--- config.mk ---
export PLATFORM = sky130hd
export DESIGN_NAME = spi_master_flat
export DESIGN_NICKNAME = d
export VERILOG_FILES = /design/src/rtl/spi_pkg.sv /design/src/rtl/spi_master_if.sv /design/src/rtl/spi_clk_gen.sv /design/src/rtl/spi_master.sv /design/src/flat_wrapper.sv
export SDC_FILE = /design/constraint.sdc
export NUM_CORES = 1
export LEC_CHECK = 0
export BUFFER_PORTS_ARGS = -buffer_cell sky130_fd_sc_hd__buf_2
export CORE_ASPECT_RATIO = 0.7
export CORE_MARGIN = 1.5
export CORE_UTILIZATION = 45
export DETAILED_ROUTE_END_ITERATION = 7
export MAX_ROUTING_LAYER = met4
export PLACE_DENSITY = 0.78
export SLEW_MARGIN = 10
export SYNTH_ARGS = -nofsm -noshare
export SYNTH_HDL_FRONTEND = slang
export SYNTH_HIERARCHICAL = 1
export SYNTH_SLANG_ARGS = --single-unit
--- constraint.sdc ---
create_clock -name clk -period 2.3 [get_ports clk]
set_clock_uncertainty 0.15 [all_clocks]
set_input_delay 0.115 -clock clk [delete_from_list [all_inputs] [get_ports clk]]
set_output_delay 0.115 -clock clk [all_outputs]
set_load 0.05 [all_outputs]
--- src/rtl/spi_pkg.sv ---
// spi_pkg: state enum and mode constants shared by the spi_master files.
// Only SPI mode 0 (CPOL=0, CPHA=0) is supported.
package spi_pkg;

   typedef enum logic [2:0] {
      IDLE,
      SETUP,
      HIGH,
      LOW,
      HOLD
   } spi_state_e;

   localparam int   SPI_BITS = 8;
   localparam int   CNT_W    = 8;
   localparam logic SPI_CPOL = 1'b0;
   localparam logic SPI_CPHA = 1'b0;

endpackage

--- src/rtl/spi_master_if.sv ---
// spi_master_if: byte-level host handshake of spi_master.
// master = host issuing requests, slave = the spi_master block.
interface spi_master_if;
   import spi_pkg::*;

   logic [SPI_BITS-1:0] tx_data;
   logic                tx_start;
   logic                tx_ready;
   logic [SPI_BITS-1:0] rx_data;
   logic                rx_done;
   logic                busy;

   modport master (
      output tx_data,
      output tx_start,
      input  tx_ready,
      input  rx_data,
      input  rx_done,
      input  busy
   );

   modport slave (
      input  tx_data,
      input  tx_start,
      output tx_ready,
      output rx_data,
      output rx_done,
      output busy
   );

endinterface

--- src/rtl/spi_clk_gen.sv ---
// spi_clk_gen: CLK_DIV phase counter for spi_master.
// tick marks the last cycle of a phase, pre_tick the one before it.
module spi_clk_gen
   import spi_pkg::*;
#(
   parameter int CLK_DIV = 4
) (
   input  logic clk,
   input  logic reset_n,
   input  logic en,
   output logic tick,
   output logic pre_tick
);

   localparam logic [CNT_W-1:0] LAST = CNT_W'(CLK_DIV - 1);
   localparam logic [CNT_W-1:0] PRE  = CNT_W'(CLK_DIV - 2);

   logic [CNT_W-1:0] cnt;

   assign tick     = en && (cnt == LAST);
   assign pre_tick = en && (cnt == PRE);

   always_ff @(posedge clk or negedge reset_n) begin
      if (!reset_n)
         cnt <= '0;
      else if (!en || tick)
         cnt <= '0;
      else
         cnt <= cnt + 1'b1;
   end

endmodule

--- src/rtl/spi_master.sv ---
// spi_master: mode-0 SPI byte master (MSB first) with a valid/ready host port.
// Define SPI_MASTER_BURST_EN to chain bytes from the last HOLD cycle with cs kept low.
module spi_master
   import spi_pkg::*;
#(
   parameter int CLK_DIV = 4
) (
   input  logic         clk,
   input  logic         reset_n,
   spi_master_if.slave  bus,
   output logic         sclk,
   output logic         mosi,
   input  logic         miso,
   output logic         cs
);

   spi_state_e state, state_nx;

   logic [2:0]          bit_cnt;
   logic [SPI_BITS-2:0] tx_sh;
   logic [SPI_BITS-1:0] rx_sh;

   logic rdy_en;
   logic run;
   logic tick;
   logic pre_tick;
   logic last_bit;
   logic burst_ok;
   logic accept;
   logic hold_pre;
   logic load;
   logic go_hi;
   logic go_lo;
   logic fin;

   assign run = (state != IDLE);

   spi_clk_gen #(
      .CLK_DIV (CLK_DIV)
   ) u_clk_gen (
      .clk      (clk),
      .reset_n  (reset_n),
      .en       (run),
      .tick     (tick),
      .pre_tick (pre_tick)
   );

`ifdef SPI_MASTER_BURST_EN
   assign burst_ok = (state == HOLD) && tick;
`else
   assign burst_ok = 1'b0;
`endif

   assign last_bit     = (bit_cnt == 3'(SPI_BITS - 1));
   assign hold_pre     = (state == HOLD) && pre_tick;
   // rdy_en keeps tx_ready low until the first edge after reset
   assign bus.tx_ready = rdy_en && ((state == IDLE) || burst_ok);
   assign accept       = bus.tx_start && bus.tx_ready;
   assign bus.busy     = run || accept;

   always_ff @(posedge clk or negedge reset_n) begin
      if (!reset_n)
         state <= IDLE;
      else
         state <= state_nx;
   end

   always_comb begin
      state_nx = state;
      load     = 1'b0;
      go_hi    = 1'b0;
      go_lo    = 1'b0;
      fin      = 1'b0;
      unique case (state)
         IDLE: begin
            if (accept) begin
               load     = 1'b1;
               state_nx = SETUP;
            end
         end
         SETUP, LOW: begin
            if (tick) begin
               go_hi    = 1'b1;
               state_nx = HIGH;
            end
         end
         HIGH: begin
            if (tick) begin
               go_lo    = 1'b1;
               state_nx = last_bit ? HOLD : LOW;
            end
         end
         HOLD: begin
            if (tick) begin
               fin = 1'b1;
               if (accept) begin
                  load     = 1'b1;
                  state_nx = SETUP;
               end else begin
                  state_nx = IDLE;
               end
            end
         end
         default: state_nx = IDLE;
      endcase
   end

   // rx_data lands one cycle early so it is valid while rx_done is high
   always_ff @(posedge clk or negedge reset_n) begin
      if (!reset_n) begin
         cs          <= 1'b1;
         sclk        <= SPI_CPOL;
         mosi        <= 1'b0;
         bit_cnt     <= '0;
         tx_sh       <= '0;
         rx_sh       <= '0;
         rdy_en      <= 1'b0;
         bus.rx_data <= '0;
         bus.rx_done <= 1'b0;
      end else begin
         rdy_en      <= 1'b1;
         bus.rx_done <= hold_pre;
         if (hold_pre)
            bus.rx_data <= rx_sh;
         if (load) begin
            cs      <= 1'b0;
            mosi    <= bus.tx_data[SPI_BITS-1];
            tx_sh   <= bus.tx_data[SPI_BITS-2:0];
            bit_cnt <= '0;
         end else if (fin) begin
            cs <= 1'b1;
         end
         if (go_hi) begin
            sclk <= ~SPI_CPOL;
            if (!SPI_CPHA)
               rx_sh <= {rx_sh[SPI_BITS-2:0], miso};
         end
         if (go_lo) begin
            sclk <= SPI_CPOL;
            if (!last_bit) begin
               mosi    <= tx_sh[SPI_BITS-2];
               tx_sh   <= {tx_sh[SPI_BITS-3:0], 1'b0};
               bit_cnt <= bit_cnt + 3'd1;
            end
         end
      end
   end

endmodule
--- src/flat_wrapper.sv ---
// flat-port wrapper written by rule: the top's interface ports become plain ports
module spi_master_flat import spi_pkg::*;
#(
   parameter int CLK_DIV = 4
)
  (clk, reset_n, sclk, mosi, miso, cs, bus_tx_data, bus_tx_start, bus_tx_ready, bus_rx_data, bus_rx_done, bus_busy);
  spi_master_if bus_i ();
  input  logic clk;
  input  logic reset_n;
  output logic sclk;
  output logic mosi;
  input  logic miso;
  output logic cs;
  input wire logic [$bits(bus_i.tx_data)-1:0] bus_tx_data;
  input wire logic [$bits(bus_i.tx_start)-1:0] bus_tx_start;
  output wire logic [$bits(bus_i.tx_ready)-1:0] bus_tx_ready;
  output wire logic [$bits(bus_i.rx_data)-1:0] bus_rx_data;
  output wire logic [$bits(bus_i.rx_done)-1:0] bus_rx_done;
  output wire logic [$bits(bus_i.busy)-1:0] bus_busy;
  assign bus_i.tx_data = bus_tx_data;
  assign bus_i.tx_start = bus_tx_start;
  assign bus_tx_ready = bus_i.tx_ready;
  assign bus_rx_data = bus_i.rx_data;
  assign bus_rx_done = bus_i.rx_done;
  assign bus_busy = bus_i.busy;
  spi_master #(.CLK_DIV(CLK_DIV)) u_core (.clk(clk), .reset_n(reset_n), .bus(bus_i), .sclk(sclk), .mosi(mosi), .miso(miso), .cs(cs));
endmodule
Word level (Yosys, flattened, before mapping):

Cells that the tools add are included.

* flip-flop bits (word level): 42
* input bits: 12
* output and inout port bits: 14
* logic and storage cells: 66

* $add $sub $neg: 2
* eq/ne operators: 11
* mux-type cells: 28
* reductions and logical operators: 14

Operators by type and width (count)
* 3-bit two-way mux: 8
* 7-bit two-way mux: 3
* 8-bit by 2-bit equality test with 1-bit output (second input constant): 2
* 1-bit two-way mux: 14
* 3-bit case mux with 4 select lines: 1
* 8-bit by 1-bit adder with 8-bit output (second input constant): 1
* 8-bit two-way mux: 1
* 3-bit by 2-bit equality test with 1-bit output (second input constant): 2
* 3-bit equality test (second input constant): 2
* 2-bit inequality test (second input constant): 3
* 1-bit logical AND: 5
* 4-bit AND reduction: 1
* 2-bit nonzero test: 2
* 3-bit by 1-bit adder with 3-bit output (second input constant): 1
* 3-bit by 1-bit equality test with 1-bit output (second input constant): 1
* 3-bit zero test: 1
* 3-bit nonzero test: 1
* 1-bit logical OR: 2
* 2-bit by 1-bit inequality test with 1-bit output (second input constant): 1
* 1-bit case mux with 2 select lines: 1
* 2-bit OR reduction: 1
* 1-bit zero test: 1

Longest topological paths before layout:

Gate-level depths: netlist (run 1).

* depth after elaboration: 9
* depth in mapped cells: 10
* mapped depth without buffers: 6

Cells and area by module:

The synthesis (run 1) kept the hierarchy.

Modules (own cells, without submodules)
* spi_master: times used 1, cells each 128, area an instance 1531.5 sq um, sequential area each 852.1 sq um
* spi_clk_gen: times used 1, cells each 42, area an instance 426.7 sq um, sequential area each 200.2 sq um

Worst setup path after synthesis (run 1):

No wires, ideal clock.

* path kind: register -> register
* start: register u_core.u_clk_gen.cnt[5]
* end: register u_core.bus.rx_data[0]
* library setup time: 0.128 ns
* arrival time: 2.012 ns
* required time: 2.022 ns
* slack: 0.011 ns
* stages on the path, launching flop included: 7
* path buffers: 1
* clock period less this slack: 2.289 ns
* path through: dfrtp_1 -> or4_4 -> nor3_1 -> and3_1 -> nor4bb_1 -> buf_4 -> mux2_1

* cells in the longest elaborated chain, start to end: 3

RTL lines
* start, declared: RTL line spi_clk_gen.sv:18 `logic [CNT_W-1:0] cnt;`
* start signal, assigned: RTL line spi_clk_gen.sv:29 `cnt <= cnt + 1'b1;`
* 8-bit by 2-bit equality test with 1-bit output: RTL line spi_clk_gen.sv:21 `assign pre_tick = en && (cnt == PRE);`
* 1-bit logical AND: RTL line spi_clk_gen.sv:21
* net u_core.pre_tick: RTL line spi_master.sv:26 `logic pre_tick;`
* 1-bit logical AND: RTL line spi_master.sv:55 `assign hold_pre = (state == HOLD) && pre_tick;`
* net u_core.hold_pre: RTL line spi_master.sv:30 `logic hold_pre;`
* end signal, assigned: RTL line spi_master.sv:124 `bus.rx_data <= rx_sh;`
* end, declared: RTL line spi_master_if.sv:26 `output rx_data,`

The timed path passes the listed nets, and every way through them passes these cells.
A chain may end at the register's enable or synchronous reset.

Worst setup path after layout (run 1):

* start: register u_core.u_clk_gen.cnt[5]
* end: register u_core.bus.rx_data[6]

* cells in the longest elaborated chain, start to end: 3

RTL lines (RTL line)
* 8-bit by 2-bit equality test with 1-bit output: spi_clk_gen.sv:21
* 1-bit logical AND: spi_clk_gen.sv:21
* net u_core.pre_tick: spi_master.sv:26
* 1-bit logical AND: spi_master.sv:55

The timed path passes the listed nets, and every way through them passes these cells.

==> results of run 1 <==
## final cells by class
type | instances | area share
clock buffer | 6 | 0.02985
clock inverter | 2 | 0.01544
inverter | 6 | 0.009264
multi-input combinational | 109 | 0.3469
sequential | 42 | 0.4328
tap | 52 | 0.02676
timing repair buffer | 50 | 0.1390
## cells in the mapped netlist (4+ instances only)
library cell	number
nor2_1	4
mux2_2	8
buf_2	6
nand4_1	9
mux2_1	8
ha_1	4
o21ai_1	7
nand2_1	8
inv_1	5
nor3_1	8
a21oi_1	4
o21ai_0	8
dfrtp_1	41
a31oi_1	7
## metrics by stage
stage                     utilization  power [mW]  hold WS, ns  std cells  TNS [ns]
after floorplan                     -       1.665      -0.3306        170         0
after global placement         0.5347       1.831       0.1581        246         0
after detailed placement       0.5347       1.871       0.1603        246   -0.3355
after CTS                      0.5920       2.471      0.01386        265         0
after global routing           0.6015       2.636      0.02628        267   -0.2450
final                          0.6015       2.476      0.02233        267         0
## state kept, by name (all words and copies together), names as in the netlist
register	flops
u_core/bus.rx_data	8
u_core/rx_sh	8
u_core/u_clk_gen/cnt	8
u_core/tx_sh	7
u_core/bit_cnt	3
u_core/state	3
u_core/bus.rx_done	1
u_core/cs	1
u_core/mosi	1
u_core/rdy_en	1
u_core/sclk	1
## power by group through the flow
stage / clock, mW / sequential (mW) / combinational, mW
after global routing: 0.636 / 1.11 / 0.886
after CTS: 0.589 / 1.08 / 0.799
final: 0.576 / 1.09 / 0.813
after floorplan: 0 / 1.11 / 0.552
after global placement: 0 / 1.08 / 0.748
after detailed placement: 0 / 1.09 / 0.777
## layout by cell type (no fill, tap or decap), types with 2 or more instances in the layout
cell type,synthesis,routed
buf_4,1,15
o221ai_1,3,3
mux2_1,8,5
a21boi_0,2,2
o21ai_1,7,7
or2_1,2,2
nand2_1,8,8
nand3b_1,2,2
mux2_4,0,3
o21ai_0,8,8
inv_1,5,5
a21oi_1,4,4
mux2_2,8,8
buf_2,6,25
nor3_1,8,7
nand3_1,2,2
ha_1,4,4
nor2_1,4,4
dfrtp_1,41,41
nand4_1,9,9
or3_1,3,3
a31oi_1,7,7
dlygate4sd3_1,0,10
clkbuf_8,0,5
and3_1,2,2
and2_1,2,2
## metal layers
metal | track usage | up-vias
met2 | 0.2670 | 48
met5 | - | -
met1 | 0.2720 | 776
met3 | 0.06614 | 6
li1 | - | 707
met4 | 0.05085 | 0
## what timing repair did
item                       CTS  global route
hold endpoints to repair    50             0
cloned                       1             0
gates resized for setup      4             5
setup buffers                0             2
setup endpoints to repair    8             9
pin swaps                    1             1
hold buffers                10             0
## critical path: stages, from the launching register on
cell and delay [ns]:
dfrtp_1 0.38, or4_4 0.55, nor3_4 0.13, and3_1 0.17, nor4bb_4 0.22, buf_4 0.20, mux2_1 0.32
## cell families after synthesis
group / count (synthesis) / share of synthesized area
xor+xnor: 2 / 0.008947
compound gates: 37 / 0.1259
buf+inv: 19 / 0.05431
mux: 16 / 0.09202
fa+ha+maj: 4 / 0.02556
flops: 42 / 0.5374
other cells: 1 / 0.001915
simple gates: 49 / 0.1540
## worst max-delay path by stage
stage	start	end	slack, ns
2_1_floorplan	u_core/u_clk_gen/cnt[5]	u_core/bus.rx_data[0]	0.01
3_3_place_gp	u_core/u_clk_gen/cnt[5]	u_core/bus.rx_data[6]	0.02
3_5_place_dp	u_core/u_clk_gen/cnt[5]	u_core/bus.rx_data[6]	-0.05
4_1_cts	u_core/u_clk_gen/cnt[5]	u_core/bus.rx_data[6]	0.07
5_1_grt	u_core/u_clk_gen/cnt[4]	u_core/bus.rx_data[3]	-0.06
6_report	u_core/u_clk_gen/cnt[5]	u_core/bus.rx_data[6]	0.09
==> results_dict.tcl, run 1 <==
set metrics [dict create \
    fmax_mhz 451.9 \
    antenna_found_initial 0 \
    overflow 0 \
    place_area_mm2 0.002161 \
    place.detailed.hpwl_um 2546 \
    r2r_slack_ns 0.09 \
    sequentialPowerShare 0.439 \
    synth.top_cell.area_share 0.5240 \
    synth.avg_cell_area_um2 11.52 \
    hp-class "in -> reg" \
    grt_pass1_vias 1377 \
    drc 0 \
    yosys-top-cells-area "dfrtp_1, mux2_1, mux2_2, nand4_1, ha_1" \
    synth_nets 186 \
    clkPwrFrac 0.233 \
    wl_met1_um 1868 \
    grt_first_pass_wirelength_um 6617 \
    num_io_pins 26 \
    rr_worst_depth 6 \
    hold_viol_final 0 \
    synth_cells 170 \
    multiInputGateArea_um2 843.3 \
    die_height_um 58.19 \
    num_rows 19 \
    fin_nets 230 \
    dp_slack_ns -0.05033 \
    numPortBuffers 25 \
    stdcell_area_mm2 0.002431 \
    tightest_slew_ns 0.9036 \
    pwr-share-comb 0.328 \
    status "completed" \
    vias_per_cell 5.757 \
    ir_drop_v 0.0006872 \
    initial_core_util 0.4845 \
    clock_latency_ns 0.30 \
    topRoutingLayerUsed "met4" \
    slew_headroom 0.3976 \
    drt_iter0_drc 137 \
    htreeDepth 2 \
    fin_crit_ns 2.213 \
    clock-sinks 42 \
    finalSetupViolations 0 \
    swShare 0.3489 \
    grt_usage 0.1937 \
    final_layout_size_suffix_gt1_frac 0.3163 \
    met3_length_um 222 \
    clockBufferDepth 2 \
    arrival_ns 2.25 \
    hold_depth 3 \
    cp-end-kind "flop" \
    dr_total_vias 1537 \
    synth_area_mm2 0.001958 \
    regArea_mm2 0.001052 \
    yosysWarnings 6 \
    cts_tree "done" \
    finalCritPeriodShare 0.9622 \
    wl_um 3948 \
    die_x_um 81.85 \
    crit_fanout 5 \
    synth.yosys.seq_area_share 0.5374 \
    rsz0062_at_grt "true" \
    p_switching_mw 0.8639 \
    clk_root_buffer_cell "clkbuf_8" \
    drv_slew 0 \
    synthToLayoutAreaGrowth_pct 24.15 \
    startpoint_type "flop" \
    clkTransAtPathRegs_ns 0.08 \
    power.density_mw_per_mm2 1019 \
    r2r-start "u_core/u_clk_gen/cnt[5]" \
    reg2reg_to "u_core/bus.rx_data[6]" \
    core_mm2 0.004041 \
    whs_endpoint "u_core/tx_sh[0]" \
    first_pass_iters 5 \
    met2WireLength_um 1804 \
    place_congestion 0.8477 \
    synth_seq_cells 42 \
    synth_top_flop_cell "dfrtp_1" \
    synthArstFlopShare 1.000 \
    ys_types 43 \
    nFillCells 327 \
    postLayoutSetupSlackWorst_ns 0.08692 \
    wire_per_inst_um 14.79 \
    postRouteAntennaNets 0 \
    drv_cap 0 \
    cts_buffers 5 \
    grt_start_max_net_pins 43 \
    criticalPathCategory "reg -> reg" \
    p_int_mw 1.612 \
    yosys.area.top_type "dfrtp_1" \
    hp-start "bus_tx_start" \
    dieArea_mm2 0.004763 \
    antenna_cells 0 \
    required_ns 2.34 \
    synth_edf_count 0 \
    cellLeakagePower_nw 1.134 \
]
(Power assumes the default switching activity.)
==> inputs of run 2 (changes only) <==
Settings changed: REMOVE_ABC_BUFFERS set to 1.
==> results_dict.tcl, run 2 (synthesis results as in run 1) <==
set metrics [dict create \
    finalCritPeriodShare 0.9832 \
    wl_um 3984 \
    r2r_slack_ns 0.04 \
    whs_endpoint "u_core/tx_sh[0]" \
    initial_core_util 0.4845 \
    reg2reg_to "u_core/bus.rx_data[3]" \
    clkTransAtPathRegs_ns 0.08 \
    dp_cells 244 \
    crit_fanout 5 \
    numPortBuffers 25 \
    clockBufferDepth 2 \
    finalSetupViolations 0 \
    fmax_mhz 442.2 \
    fin_nets 227 \
    setup_tns_ns 0 \
    drv_cap 0 \
    dr_total_vias 1461 \
    power.density_mw_per_mm2 987.8 \
    dieArea_mm2 0.004763 \
    vias_per_cell 5.534 \
    overflow 0 \
    grt_first_pass_wirelength_um 6610 \
    criticalPathCategory "reg -> reg" \
    grt_start_max_net_pins 43 \
    synthToLayoutAreaGrowth_pct 21.79 \
    hold_depth 3 \
    core_mm2 0.004041 \
    met2WireLength_um 1838 \
    die_height_um 58.19 \
    total_power_mw 2.356 \
    dp_slack_ns -0.09595 \
    layout_common_cells "dfrtp_1, buf_2, buf_4" \
    tightest_slew_ns 0.9024 \
    wl_met1_um 1928 \
    ir_drop_v 0.0005093 \
    final_util 0.5901 \
    fin_cells 264 \
    num_rows 19 \
    layout_commonest_cell "dfrtp_1" \
    cts_tree "done" \
    final_layout_size_suffix_gt1_frac 0.3019 \
    postRouteAntennaNets 0 \
    hp-class "in -> reg" \
    rr_worst_depth 6 \
    place_congestion 0.7855 \
    wire_per_inst_um 15.09 \
    first_pass_iters 4 \
    fin_crit_ns 2.261 \
    drv_slew 0 \
    grt_pass1_vias 1384 \
    stdcell_area_mm2 0.002385 \
    startpoint_type "flop" \
    arrival_ns 2.29 \
    clock_latency_ns 0.29 \
    topRoutingLayerUsed "met4" \
    hp-start "bus_tx_start" \
    grt_usage 0.1911 \
    cts_buffers 5 \
    cellLeakagePower_nw 1.114 \
    met3_length_um 158 \
    place.detailed.hpwl_um 2445 \
    rsz0062_at_grt "true" \
    antenna_found_initial 0 \
    hold_viol_final 0 \
    required_ns 2.33 \
    slew_headroom 0.3984 \
    whs_ns 0.03951 \
    reg.largest.list "u_core/bus.rx_data: 8 flops, u_core/rx_sh: 8 flops, u_core/u_clk_gen/cnt: 8 flops" \
    clock-sinks 42 \
    clk_root_buffer_cell "clkbuf_8" \
    postLayoutSetupSlackWorst_ns 0.03857 \
    antenna_cells 0 \
    cp-end-kind "flop" \
    drc 0 \
    num_io_pins 26 \
    die_x_um 81.85 \
    htreeDepth 2 \
    drt_iter0_drc 108 \
    status "completed" \
    place_area_mm2 0.002140 \
    nFillCells 337 \
    r2r-start "u_core/u_clk_gen/cnt[4]" \
]
## run 2: worst max path at each step
stage                                       start                     to  slack [ns]  depth (start not counted)
after floorplan           u_core/u_clk_gen/cnt[5]  u_core/bus.rx_data[7]       -0.62                          5
after global placement    u_core/u_clk_gen/cnt[5]  u_core/bus.rx_data[2]        0.01                          6
after detailed placement  u_core/u_clk_gen/cnt[5]  u_core/bus.rx_data[4]        -0.1                          6
after CTS                 u_core/u_clk_gen/cnt[5]  u_core/bus.rx_data[2]       0.005                          6
after global routing      u_core/u_clk_gen/cnt[4]  u_core/bus.rx_data[5]       -0.04                          6
final                     u_core/u_clk_gen/cnt[4]  u_core/bus.rx_data[3]        0.04                          6
## run 2: final cells by class
class                   instances  area [um2]  area share
flip-flops and latches         42        1052      0.4412
multi-input cells             109       839.6      0.3520
repair buffers                 47       315.3      0.1322
clock buffers                   8       90.09     0.03778
well taps                      52       65.06     0.02728
inverters                       6       22.52    0.009444
## run 2: where the power goes
group | total, mW | switching, mW | internal, mW
registers | 1.11 | 0.172 | 0.940
clock network | 0.488 | 0.243 | 0.245
logic | 0.756 | 0.426 | 0.330
## run 2: layer usage
layer | vias to the layer above | global-route usage
met5 | - | -
met4 | 0 | 0.06538
met3 | 8 | 0.05197
met2 | 32 | 0.2763
met1 | 726 | 0.2594
li1 | 695 | -
## run 2: what timing repair did
item,CTS,global route
resized for setup,5,5
pin swaps,2,3
hold buffers,10,0
setup buffers,0,1
gates cloned,1,0
setup endpoints to repair,8,28
endpoints found under the hold margin,50,0
## run 2: critical path, cell delays in order (launching register included)
cell and delay, ns:
dfrtp_1 0.39, or4_4 0.56, nor3_4 0.13, and3_1 0.18, nor4bb_4 0.22, buf_4 0.20, mux2_1 0.33
